**config.mk**
```make
export PLATFORM = sky130hd
export DESIGN_NAME = vga_fb_reader
export DESIGN_NICKNAME = d
export VERILOG_FILES = /design/src/rtl/vga_fb_pkg.sv /design/src/rtl/rgb332_expand.sv /design/src/rtl/vga_fb_reader.sv
export SDC_FILE = /design/constraint.sdc
export NUM_CORES = 1
export LEC_CHECK = 0
export ABC_AREA = 1
export CORE_ASPECT_RATIO = 1.5
export CORE_UTILIZATION = 48
export CTS_CLUSTER_SIZE = 10
export DETAILED_ROUTE_END_ITERATION = 8
export PLACE_DENSITY = 0.84
export SYNTH_ARGS = -nofsm -noshare
export SYNTH_HDL_FRONTEND = slang
export SYNTH_SLANG_ARGS = --single-unit
```
**constraint.sdc**
```tcl
create_clock -name clk -period 4.9 [get_ports clk]
set_clock_uncertainty 0.15 [all_clocks]
set_input_delay 0.98 -clock clk [delete_from_list [all_inputs] [get_ports clk]]
set_output_delay 0.98 -clock clk [all_outputs]
set_load 0.01 [all_outputs]
```
**src/rtl/vga_fb_pkg.sv**
```systemverilog
// vga_fb_pkg: shared VGA timing constants and scan-out FSM states
package vga_fb_pkg;
    localparam logic [9:0] H_ACTIVE = 10'd640;
    localparam logic [9:0] V_ACTIVE = 10'd480;
    localparam logic [9:0] H_TOTAL = 10'd800;
    localparam logic [9:0] V_TOTAL = 10'd525;
    localparam logic [31:0] WORDS_PER_LINE = 32'd40;
    localparam int LATENCY = 3;
    typedef enum logic [1:0] {IDLE, WAIT_FRAME, SCAN} state_t;
endpackage

```
**src/rtl/rgb332_expand.sv**
```systemverilog
// rgb332_expand: widens an RGB332 pixel to 8 bits per channel by bit replication
module rgb332_expand (
    input  logic [7:0] px,
    output logic [7:0] r,
    output logic [7:0] g,
    output logic [7:0] b
);
    assign r = {px[7:5], px[7:5], px[7:6]};
    assign g = {px[4:2], px[4:2], px[4:3]};
    assign b = {4{px[1:0]}};
endmodule

```
**src/rtl/vga_fb_reader.sv**
```systemverilog
// vga_fb_reader: scans a double-buffered 160x120 RGB332 framebuffer out to a VGA DAC
module vga_fb_reader
    import vga_fb_pkg::*;
#(
    parameter logic [31:0] BASE0 = 32'h0000_0000,
    parameter logic [31:0] BASE1 = 32'h0000_1400
) (
    input  logic        clk,
    input  logic        rst,
    input  logic        en,
    input  logic [9:0]  x,
    input  logic [9:0]  y,
    input  logic        hsync_i,
    input  logic        vsync_i,
    input  logic        sync_b_i,
    input  logic        blank_b_i,
    output logic [31:0] mem_addr,
    input  logic [31:0] mem_q,
    input  logic        swap_req,
    output logic        swap_ack,
    output logic [7:0]  r,
    output logic [7:0]  g,
    output logic [7:0]  b,
    output logic        hsync_o,
    output logic        vsync_o,
    output logic        sync_b_o,
    output logic        blank_b_o,
    output logic [15:0] frame_cnt
);
    state_t state, state_nx;
    logic act, swap_pt, do_swap, vis1, vis2, base_sel, swap_pending;
    logic [1:0] lane1, lane2;
    logic [3:0] sp [LATENCY];
    logic [7:0] px, er, eg, eb;
    assign act = (x < H_ACTIVE) && (y < V_ACTIVE);
    assign swap_pt = (x == 10'd0) && (y == V_ACTIVE);
    assign do_swap = swap_pt && (swap_pending || swap_req);
    assign px = mem_q[{lane2, 3'b000} +: 8];
    assign {hsync_o, vsync_o, sync_b_o, blank_b_o} = sp[LATENCY-1];
    rgb332_expand u_exp (.px(px), .r(er), .g(eg), .b(eb));
    always_comb begin
        state_nx = state;
        state_nx = !en ? IDLE :
                   (state == IDLE) ? WAIT_FRAME :
                   (state == WAIT_FRAME && x == H_TOTAL - 10'd1 && y == V_TOTAL - 10'd1) ? SCAN : state;
    end
    always_ff @(posedge clk) begin
        if (!rst) begin
            state <= IDLE;
            base_sel <= 1'b0;
            swap_pending <= 1'b0;
            swap_ack <= 1'b0;
            frame_cnt <= 16'd0;
            mem_addr <= BASE0;
            vis1 <= 1'b0;
            vis2 <= 1'b0;
            lane1 <= 2'd0;
            lane2 <= 2'd0;
            r <= 8'd0;
            g <= 8'd0;
            b <= 8'd0;
            for (int i = 0; i < LATENCY; i++) sp[i] <= 4'b1100;
        end else begin
            state <= state_nx;
            if (act) mem_addr <= (base_sel ? BASE1 : BASE0) + 32'(y[9:2]) * WORDS_PER_LINE + 32'(x[9:4]);
            // visibility is judged at fetch time and travels alongside the RAM access
            vis1 <= act && blank_b_i && (state == SCAN);
            lane1 <= x[3:2];
            vis2 <= vis1;
            lane2 <= lane1;
            r <= vis2 ? er : 8'd0;
            g <= vis2 ? eg : 8'd0;
            b <= vis2 ? eb : 8'd0;
            sp[0] <= {hsync_i, vsync_i, sync_b_i, blank_b_i};
            for (int i = 1; i < LATENCY; i++) sp[i] <= sp[i-1];
            swap_ack <= do_swap;
            base_sel <= do_swap ? ~base_sel : base_sel;
            swap_pending <= do_swap ? 1'b0 : (swap_pending || swap_req);
            if (swap_pt && state == SCAN) frame_cnt <= frame_cnt + 16'd1;
        end
    end
endmodule

```
* Yosys cells after proc, flatten, opt, wreduce, memory -nomap -nowiden
Memory sizes are Yosys's and may differ from the RTL's.
Cells that the tools add are included.
** Cells by class
- Order comparisons :: 2
- Div/mod/pow operators :: 0
- Add/subtract/negate cells :: 3
- Bitwise logic cells :: 6
- Reduce and logical (&&, ||, !) cells :: 16
- Multipliers :: 1
- Shift operators :: 1
- Equality and inequality tests :: 5
- Multiplexer cells :: 8
** Operator list (number)
- variable part select 32 x 6 -> 8 bit :: 1
- == test 10 bit (second input constant) :: 2
- adder 15 x 6 -> 16 bit :: 1
- adder 16 x 1 -> 16 bit (second input constant) :: 1
- adder 13 x 14 -> 15 bit :: 1
- two-way mux 13 bit :: 1
- two-way mux 4 bit :: 3
- multiplier 8 x 3 -> 11 bit (second input constant) :: 1
- == test 10 x 9 -> 1 bit (second input constant) :: 1
- zero test 10 bit :: 1
- less-than comparator 10 bit (second input constant) :: 1
- less-than comparator 10 x 9 -> 1 bit (second input constant) :: 1
- logical AND 1 bit :: 8
- two-way mux 1 bit :: 4
- AND reduction 2 bit :: 2
- inverter 1 bit :: 3
- OR 1 bit :: 3
- OR reduction 3 bit :: 1
- == test 2 x 1 -> 1 bit (second input constant) :: 1
- == test 2 bit (second input constant) :: 1
- zero test 2 bit :: 1
- nonzero test 2 bit :: 1
- OR reduction 2 bit :: 1
- logical OR 1 bit :: 1
** Word-level totals
- Output and inout port bits :: 77
- Logic and storage cells :: 57
- Latch bits :: 0
- Bits in registers :: 83
- RAM bits :: 12
- ROM bits :: 0
- Bits of input ports :: 60
- Memories kept :: 1
** Memories
- sp :: depth 3, bits a word 4, rd ports 3, clocked after memory_dff 0, wr ports 3, RTL line vga_fb_reader.sv:33 : logic [3:0] sp [LATENCY];

* Longest topological paths before layout
Gate-level depths: netlist of run 1.
- Depth in word-level cells :: 5
- Depth in mapped cells :: 19
- Mapped depth without buffers :: 19

* Cells and area by module
From an unflattened synthesis of run 1, not the netlist that was laid out.
** Unflattened totals
- Cells, all modules :: 561
- Area total of the unflattened synthesis :: 4132.7 µm²
** By module, submodules not included
- vga_fb_reader :: area an instance 3952.5 µm², cells an instance 537, times used 1
- rgb332_expand :: area an instance 180.2 µm², cells an instance 24, times used 1

* Worst setup path after synthesis of run 1
No wires, ideal clock.
- Kind :: input to register
- Start point :: input port y[3]
- End point :: register mem_addr[13]
- Data arrival time :: 3.091 ns
- Path slack :: 1.589 ns
- Stages on the path :: 19
- Path through :: ha_1 ha_1 inv_1 fa_1 inv_1 nand2_1 a21oi_1 or2_2 nand2_1 nand2_1 a21oi_1 xnor2_1 ha_1 inv_1 nor2_1 nand2_1 nand2_1 nand2_1 a21oi_1
** Between the ends
- Word-level cells in the longest chain between the ends :: 3
** Ends and longest elaborated chain
- from (decl) :: RTL line vga_fb_reader.sv:12 : input logic [9:0] y,
- multiplier 8 x 3 -> 11 bit :: RTL line vga_fb_reader.sv:65 : if (act) mem_addr <= (base_sel ? BASE1 : BASE0) + 32'(y[9:2]) * WORDS_PER_LINE + 32'(x[9:4]);
- adder 13 x 14 -> 15 bit :: RTL line vga_fb_reader.sv:65
- adder 15 x 6 -> 16 bit :: RTL line vga_fb_reader.sv:65
- to (signal assigned) :: RTL line vga_fb_reader.sv:65
- to (decl) :: RTL line vga_fb_reader.sv:17 : output logic [31:0] mem_addr,
Several ways; a longest one is shown, not always the timed one.
A chain may end at the register's enable or synchronous reset.

* Worst setup path after layout of run 1
Same ends and word-level chain as after synthesis.

==> results of run 1 <==
## kinds of logic (layout without fill, tap and decap cells)
logic type / Yosys count / count (layout) / synth area share
flops: 62 / 62 / 0.355
compound gates: 68 / 68 / 0.0999
buf+inv: 107 / 196 / 0.154
xor+xnor: 20 / 20 / 0.0501
other cells: 1 / 17 / 0.00107
mux: 1 / 1 / 0.00286
simple gates: 213 / 213 / 0.261
fa+ha+maj: 20 / 20 / 0.0759
## final cells by class
class                           count  area (um2)  share of cell area
Clock inverter                      4        70.1              0.0147
Timing Repair Buffer              120        1200               0.252
Multi-Input combinational cell    339        1780               0.373
Sequential cell                    62        1240               0.261
Tap cell                           78        97.6              0.0205
Inverter                           61         229              0.0481
Clock buffer                       11         151              0.0318
## metal layers
metal / up-vias / track usage
li1: 1720 / -
met1: 1558 / 0.232
met2: 153 / 0.455
met3: 32 / 0.0531
met4: 0 / 0.132
met5: - / 0
## state kept, by name, summed over array words and instances, names as in the netlist
signal	flops
g	3
lane2	2
r	3
swap_pending	1
state	2
mem_addr	15
frame_cnt	16
sp	12
vis1	1
lane1	2
b	2
swap_ack	1
vis2	1
base_sel	1
## critical path: cells and delay by family
family,cells,cell delay [ns]
AOI/OAI and AO/OA,3,0.32
xor gates and xnor gates,1,0.13
and+or+nand+nor,8,0.54
buffers and inverters,4,0.69
adders and majority gates,4,1.20
## synth_stat cells (all sizes together)
master  instances
xnor2           8
xor2           12
nor2           74
a21oi          32
inv            61
nand4          11
or2            10
o211ai          1
nand2          82
nor3b           1
conb            1
ha             18
nand3          19
dfxtp          62
a211oi          1
buf            39
nor4b           1
nor3           13
clkbuf          7
o21ai          34
mux2i           1
fa              2
nor4            2
## layout by cell type (no fill, tap or decap), types with 2 or more instances in the layout
master,instances
a21oi_1,31
bufinv_16,2
clkbuf_8,11
clkdlybuf4s50_1,119
clkinv_2,2
conb_1,17
dfxtp_1,62
fa_1,2
ha_1,18
inv_1,59
inv_2,2
nand2_1,81
nand3_1,19
nand4_1,11
nor2_1,74
nor3_1,12
nor4_1,2
o21ai_0,32
o21ai_1,2
or2_1,2
or2_2,8
xnor2_1,8
xor2_1,12
## final timing paths
| kind | startpoint | endpoint | slack, ns |
|---|---|---|---|
| worst max-delay path | y[3] | mem_addr[13] | 1.14 |
| worst min register to register | lane1[0] | lane2[0] | 0.26 |
| worst max register to register | frame_cnt[0] | frame_cnt[12] | 3.00 |
| worst min-delay path | lane1[0] | lane2[0] | 0.26 |
## power breakdown
part / internal (mW) / total (mW) / switching [mW]
combinational: 0.109 / 0.222 / 0.113
clock: 0.309 / 0.504 / 0.195
sequential: 0.521 / 0.530 / 0.00916
## through the flow
step	instance area, um2	utilization	setup slack (ns)	std cells
5_1_grt	4760	0.686	0.865	675
2_1_floorplan	3560	-	1.59	508
3_5_place_dp	4540	0.654	0.820	660
6_report	4760	0.686	1.14	675
4_1_cts	4760	0.686	1.19	675
3_3_place_gp	4540	0.654	0.932	660
==> impl_results.md, run 1 <==
- Status: finished, final reports clean
- Post-route setup TNS: 0 ns
- Worst-margin pin slew: 0.764 ns
- DRT Wirelength: 8.84 mm
- Worst slew margin: 0.490
- Initial antenna violation count: 0
- LEAKAGE: 2.08 nW
- Worst EP required: 5.02 ns
- Post-Syn Area: 3500 um2
- Worst R2R Path Depth: 6
- Cell taking the most area after synthesis: dfxtp_1
- CTS Buf Count: 9
- Grt ovf: 0
- Max-Cap Viols: 0
- Post-CTS setup buffer count: 0
- Met3 wire len: 463 um
- Site row count: 37
- Clock H-tree levels: 3
- Initial Utilization: 0.503
- Average wire per standard cell: 13.1 um
- Final setup fails: 0
- Arrival @ worst endpoint: 3.88 ns
- Count of input and output buffers: 119
- Max Fanout on Critical Path: 5
- CP Class: in2reg
- Routed vias/inst: 5.13
- Synthesis Warnings: 0
- Clock root cell: clkbuf_8
- Largest net degree at the start of global routing: 32
- Crit path launch type: primary input
- Critical path's slowest cell: clkdlybuf4s50_1
- Max layer used: met4
- Layout area overhead: 36.3%
- Core area: 6940 um2
- Dominant cells by area after synthesis: dfxtp_1 (36%), nand2_1 (8.7%), nor2_1 (7.9%)
- Via count: 3,463
- Max VDD drop: 157 uV
- Slew Limit Fails: 0
- GRT Util Overall: 0.240
- Unique masters post-synth: 32
- I/O pins: 137
- Worst Setup End Kind: flop
- Cell Chain, Critical Path: clkdlybuf4s50_1 > ha_1 > ha_1 > inv_1 > fa_1 > inv_1 > nand2_1 > a21oi_1 > or2_2 > nand2_1 > nand2_1 > a21oi_1 > xnor2_1 > ha_1 > inv_1 > nor2_1 > nand2_1 > nand2_1 > nand2_1 > a21oi_1
- Pwr per Cell Area: 264 nW/um2
- HPWL after DPL: 6.72 mm
- Hold buffer count at cts: 0
- Total iterations of the first detailed-routing run: 4
- Layout cells sized above 1: 0.0486
- Number of synthesized register bits: 62
- Die area: 7640 um2
- First-pass GRT wire length: 14.4 mm
- Hold path cells: 2
- Metal-1 WL: 3.29 mm
- Synthesized area per cell: 7.11 um2
- Cells after Synth: 492
- CTS clk-pin slew, worst paths: 0.06 ns
- Die Wd: 71.7 um
- Metal2 WL: 4.74 mm
- Die height: 107 um
- Nets@finish: 673
- Seq/Total Area, Yosys: 0.355
- Vias in the first global route: 3,311
- CTS Sinks: 62
- Inserted Diodes: 0
- Worst path max stage delay: 0.50 ns
- Clk Latency, worst-skew pair: 0.34 ns
- FMAX: 266 MHz
- DR DRC count: 0
- Clock Path Buffers: 2
- Tmin final: 3.76 ns
- Detailed Route Iter0 Violations: 197
- Final hold viol count: 0
- Final Hold Slack: 0.257 ns
- CTS tree: built
- Gpl congestion: 0.917
- PostCTS Resize Cnt: 0
- Period utilisation layout: 0.768
- Routed Antenna Nets: 0
- Fillers: 590
- Total Power: 1.26 mW
- Area fraction of the dominant cell type after synthesis: 0.355
- CP most frequent cell: nand2_1
- Min-Delay Path Class: reg2reg
- RSZ-0062 raised after global routing: no
Power figures use the tool's default switching activity.
==> run 2, diff against run 1 <==
- CORE_UTILIZATION: 48 -> 44
- PLACE_DENSITY: 0.84 -> 0.78
- clock period: 4.9 -> 3.9 ns (I/O delays scaled with it)
==> impl_results.md, run 2 (synthesis results as in run 1) <==
- Status: finished, final reports clean (unchanged)
- Final setup fails: 0 (unchanged)
- Min-Delay Path Class: reg2reg (unchanged)
- R2R Setup Slk: 1.97 ns (was 3.00 ns)
- Gpl congestion: 0.943 (was 0.917)
- Layout area overhead: 39.8% (was 36.3%)
- Largest net degree at the start of global routing: 25 (was 32)
- CP most frequent cell: nand2_1 (unchanged)
- Die area: 8310 um2 (was 7640 um2)
- First-pass GRT wire length: 14.2 mm (was 14.4 mm)
- Clock H-tree levels: 3 (unchanged)
- Comb pwr share: 0.162 (was 0.177)
- LEAKAGE: 2.12 nW (was 2.08 nW)
- Flop pwr share: 0.388 (was 0.422)
- PostCTS Resize Cnt: 0 (unchanged)
- FMAX: 286 MHz
- Clock Path Buffers: 2 (unchanged)
- Pwr per Cell Area: 351 nW/um2 (was 264 nW/um2)
- CTS Sinks: 62 (unchanged)
- Via count: 3,437 (was 3,463)
- Worst setup margin: 0.404 ns (was 1.14 ns)
- Arrival @ worst endpoint: 3.57 ns (was 3.88 ns)
- Clock power frac: 0.449 (was 0.401)
- Max Fanout on Critical Path: 5 (unchanged)
- Post-route setup TNS: 0 ns (unchanged)
- Worst R2R Path Depth: 6 (unchanged)
- Site row count: 39 (was 37)
- Final hold viol count: 0 (unchanged)
- Die height: 111 um (was 107 um)
- Final non-filler cell total: 703 (was 675)
- Placed Area: 4600 um2 (was 4540 um2)
- Max reg flops: 16 (unchanged)
- Worst path max stage delay: 0.56 ns (was 0.50 ns)
- Count of input and output buffers: 119 (unchanged)
- Average wire per standard cell: 12.3 um (was 13.1 um)
- Detailed Route Iter0 Violations: 134 (was 197)
- CTS tree: built (unchanged)
- Leading cell type in the layout, fill and taps excluded: clkdlybuf4s50_1 (unchanged)
- RR Startpoint: frame_cnt[0] (unchanged)
- Tmin final: 3.50 ns
- Die Wd: 74.8 um (was 71.7 um)
- Routed Antenna Nets: 0 (unchanged)
- Worst-margin pin slew: 0.696 ns (was 0.764 ns)
- Hold path cells: 2 (unchanged)
- Routed vias/inst: 4.89 (was 5.13)
- Fillers: 677 (was 590)
- Grt ovf: 0 (unchanged)
- Placed cell count: 687 (was 660)
- Worst EP required: 3.98 ns (was 5.02 ns)
- Cell Chain, Critical Path: clkdlybuf4s50_1 > ha_1 > ha_1 > inv_1 > fa_1 > inv_1 > nand2_1 > a21oi_1 > or2_2 > xnor2_1 > inv_1 > ha_1 > nand3_1 > nand2_1 > nand2_1 > nand2_1 > nand3_1 > nand2_1 > inv_1 (was clkdlybuf4s50_1 > ha_1 > ha_1 > inv_1 > fa_1 > inv_1 > nand2_1 > a21oi_1 > or2_2 > nand2_1 > nand2_1 > a21oi_1 > xnor2_1 > ha_1 > inv_1 > nor2_1 > nand2_1 > nand2_1 > nand2_1 > a21oi_1)
- Post-CTS setup buffer count: 0 (unchanged)
- Core area: 7660 um2 (was 6940 um2)
- Nets@finish: 676 (was 673)
- Worst reg2reg endpoint: frame_cnt[12] (unchanged)
- Inserted Diodes: 0 (unchanged)
- Cell-internal power: 1.29 mW (was 940 uW)
- Clock root cell: clkbuf_16 (was clkbuf_8)
- Vias in the first global route: 3,349 (was 3,311)
- Initial antenna violation count: 0 (unchanged)
- Period utilisation layout: 0.896
- Initial Utilization: 0.456 (was 0.503)
- CTS clk-pin slew, worst paths: 0.05 ns (was 0.06 ns)
- Worst Setup End Kind: flop (unchanged)
- Total Power: 1.72 mW (was 1.26 mW)
- Hold Path Origin: vis1 (was lane1[0])
- DRT Wirelength: 8.65 mm (was 8.84 mm)
- Layout cells sized above 1: 0.0532 (was 0.0486)
- CTS Buf Count: 9 (unchanged)
- Sw power: 432 uW (was 317 uW)
- Clk Latency, worst-skew pair: 0.33 ns (was 0.34 ns)
- Max VDD drop: 230 uV (was 157 uV)
- Crit path launch type: primary input (unchanged)
- Critical path's slowest cell: clkdlybuf4s50_1 (unchanged)
- Largest Register: frame_cnt (unchanged)
- Max-Cap Viols: 0 (unchanged)
- Total iterations of the first detailed-routing run: 4 (unchanged)
- GRT Util Overall: 0.222 (was 0.240)
- Design area: 4890 um2 (was 4760 um2)
- Most frequent cells in the layout: clkdlybuf4s50_1 (119), nand2_1 (81), nor2_1 (74) (unchanged)
- Pre-CTS setup slack: 0.0724 ns (was 0.820 ns)
- CP Class: in2reg (unchanged)
- Sw frac: 0.252 (about the same)
- Slew Limit Fails: 0 (unchanged)
- I/O pins: 137 (unchanged)
- Hold buffer count at cts: 0 (unchanged)
- HPWL after DPL: 6.79 mm (was 6.72 mm)
- Worst slew margin: 0.535 (was 0.490)
- WHS Endpoint: vis2 (was lane2[0])
- Largest regs: frame_cnt x16, mem_addr x15, sp x12 (unchanged)
- DR DRC count: 0 (unchanged)
- RSZ-0062 raised after global routing: no (unchanged)
-- run 2: cell count changes in the layout (fill, tap and decap cells not counted), sizes merged --
cell      previous run  this run
buf                  1         4
bufinv               2         1
clkbuf              11        10
clkinvlp             0         3
-- run 2: power groups by stage --
| stage | clock network, mW | logic (mW) | registers [mW] |
|---|---|---|---|
| after floorplan | 0 | 0.158 | 0.683 |
| after global placement | 0 | 0.271 | 0.680 |
| after detailed placement | 0 | 0.278 | 0.680 |
| after CTS | 0.789 | 0.279 | 0.667 |
| after global routing | 0.821 | 0.311 | 0.669 |
| final | 0.772 | 0.279 | 0.667 |
-- run 2: how the worst max path moves through the flow --
stage,start,endpoint,slack [ns],cells after the start
after global routing,y[3],mem_addr[13],0.21,20
after CTS,y[2],mem_addr[12],0.43,19
final,y[2],mem_addr[12],0.40,19
after global placement,y[3],mem_addr[13],0.21,20
after floorplan,y[3],mem_addr[13],0.79,19
after detailed placement,y[2],mem_addr[12],0.07,19
-- run 2: worst max-delay path: cells and delay by family --
| family | cells | cell delay [ns] |
|---|---|---|
| adders and majority gates | 4 | 1.08 |
| AOI/OAI and AO/OA | 1 | 0.14 |
| and+or+nand+nor | 8 | 0.69 |
| buffers and inverters | 5 | 0.78 |
| xor gates and xnor gates | 1 | 0.11 |
-- run 2: layout make-up --
class                      count  area (um2)  share of cell area
multi-input combinational    339        1780               0.364
sequential                    62        1240               0.254
timing repair buffer         123        1220               0.250
clock buffer                  10         229              0.0469
inverter                      61         229              0.0469
tap                          102         128              0.0261
clock inverter                 6        62.6              0.0128
-- run 2: metrics by stage --
| step | util | hold slack (ns) |
|---|---|---|
| after floorplan | - | 0.240 |
| after CTS | 0.638 | 0.257 |
| after detailed placement | 0.600 | 0.248 |
| after global placement | 0.600 | 0.245 |
| after global routing | 0.638 | 0.277 |
| final | 0.638 | 0.255 |
-- run 2: routing by layer --
layer | wire length (um) | track usage | vias up
met5 | 0 | 0 | -
met4 | 425 | 0.157 | 0
met3 | 461 | 0.0445 | 29
met2 | 4550 | 0.386 | 143
met1 | 3210 | 0.226 | 1540
li1 | - | - | 1725
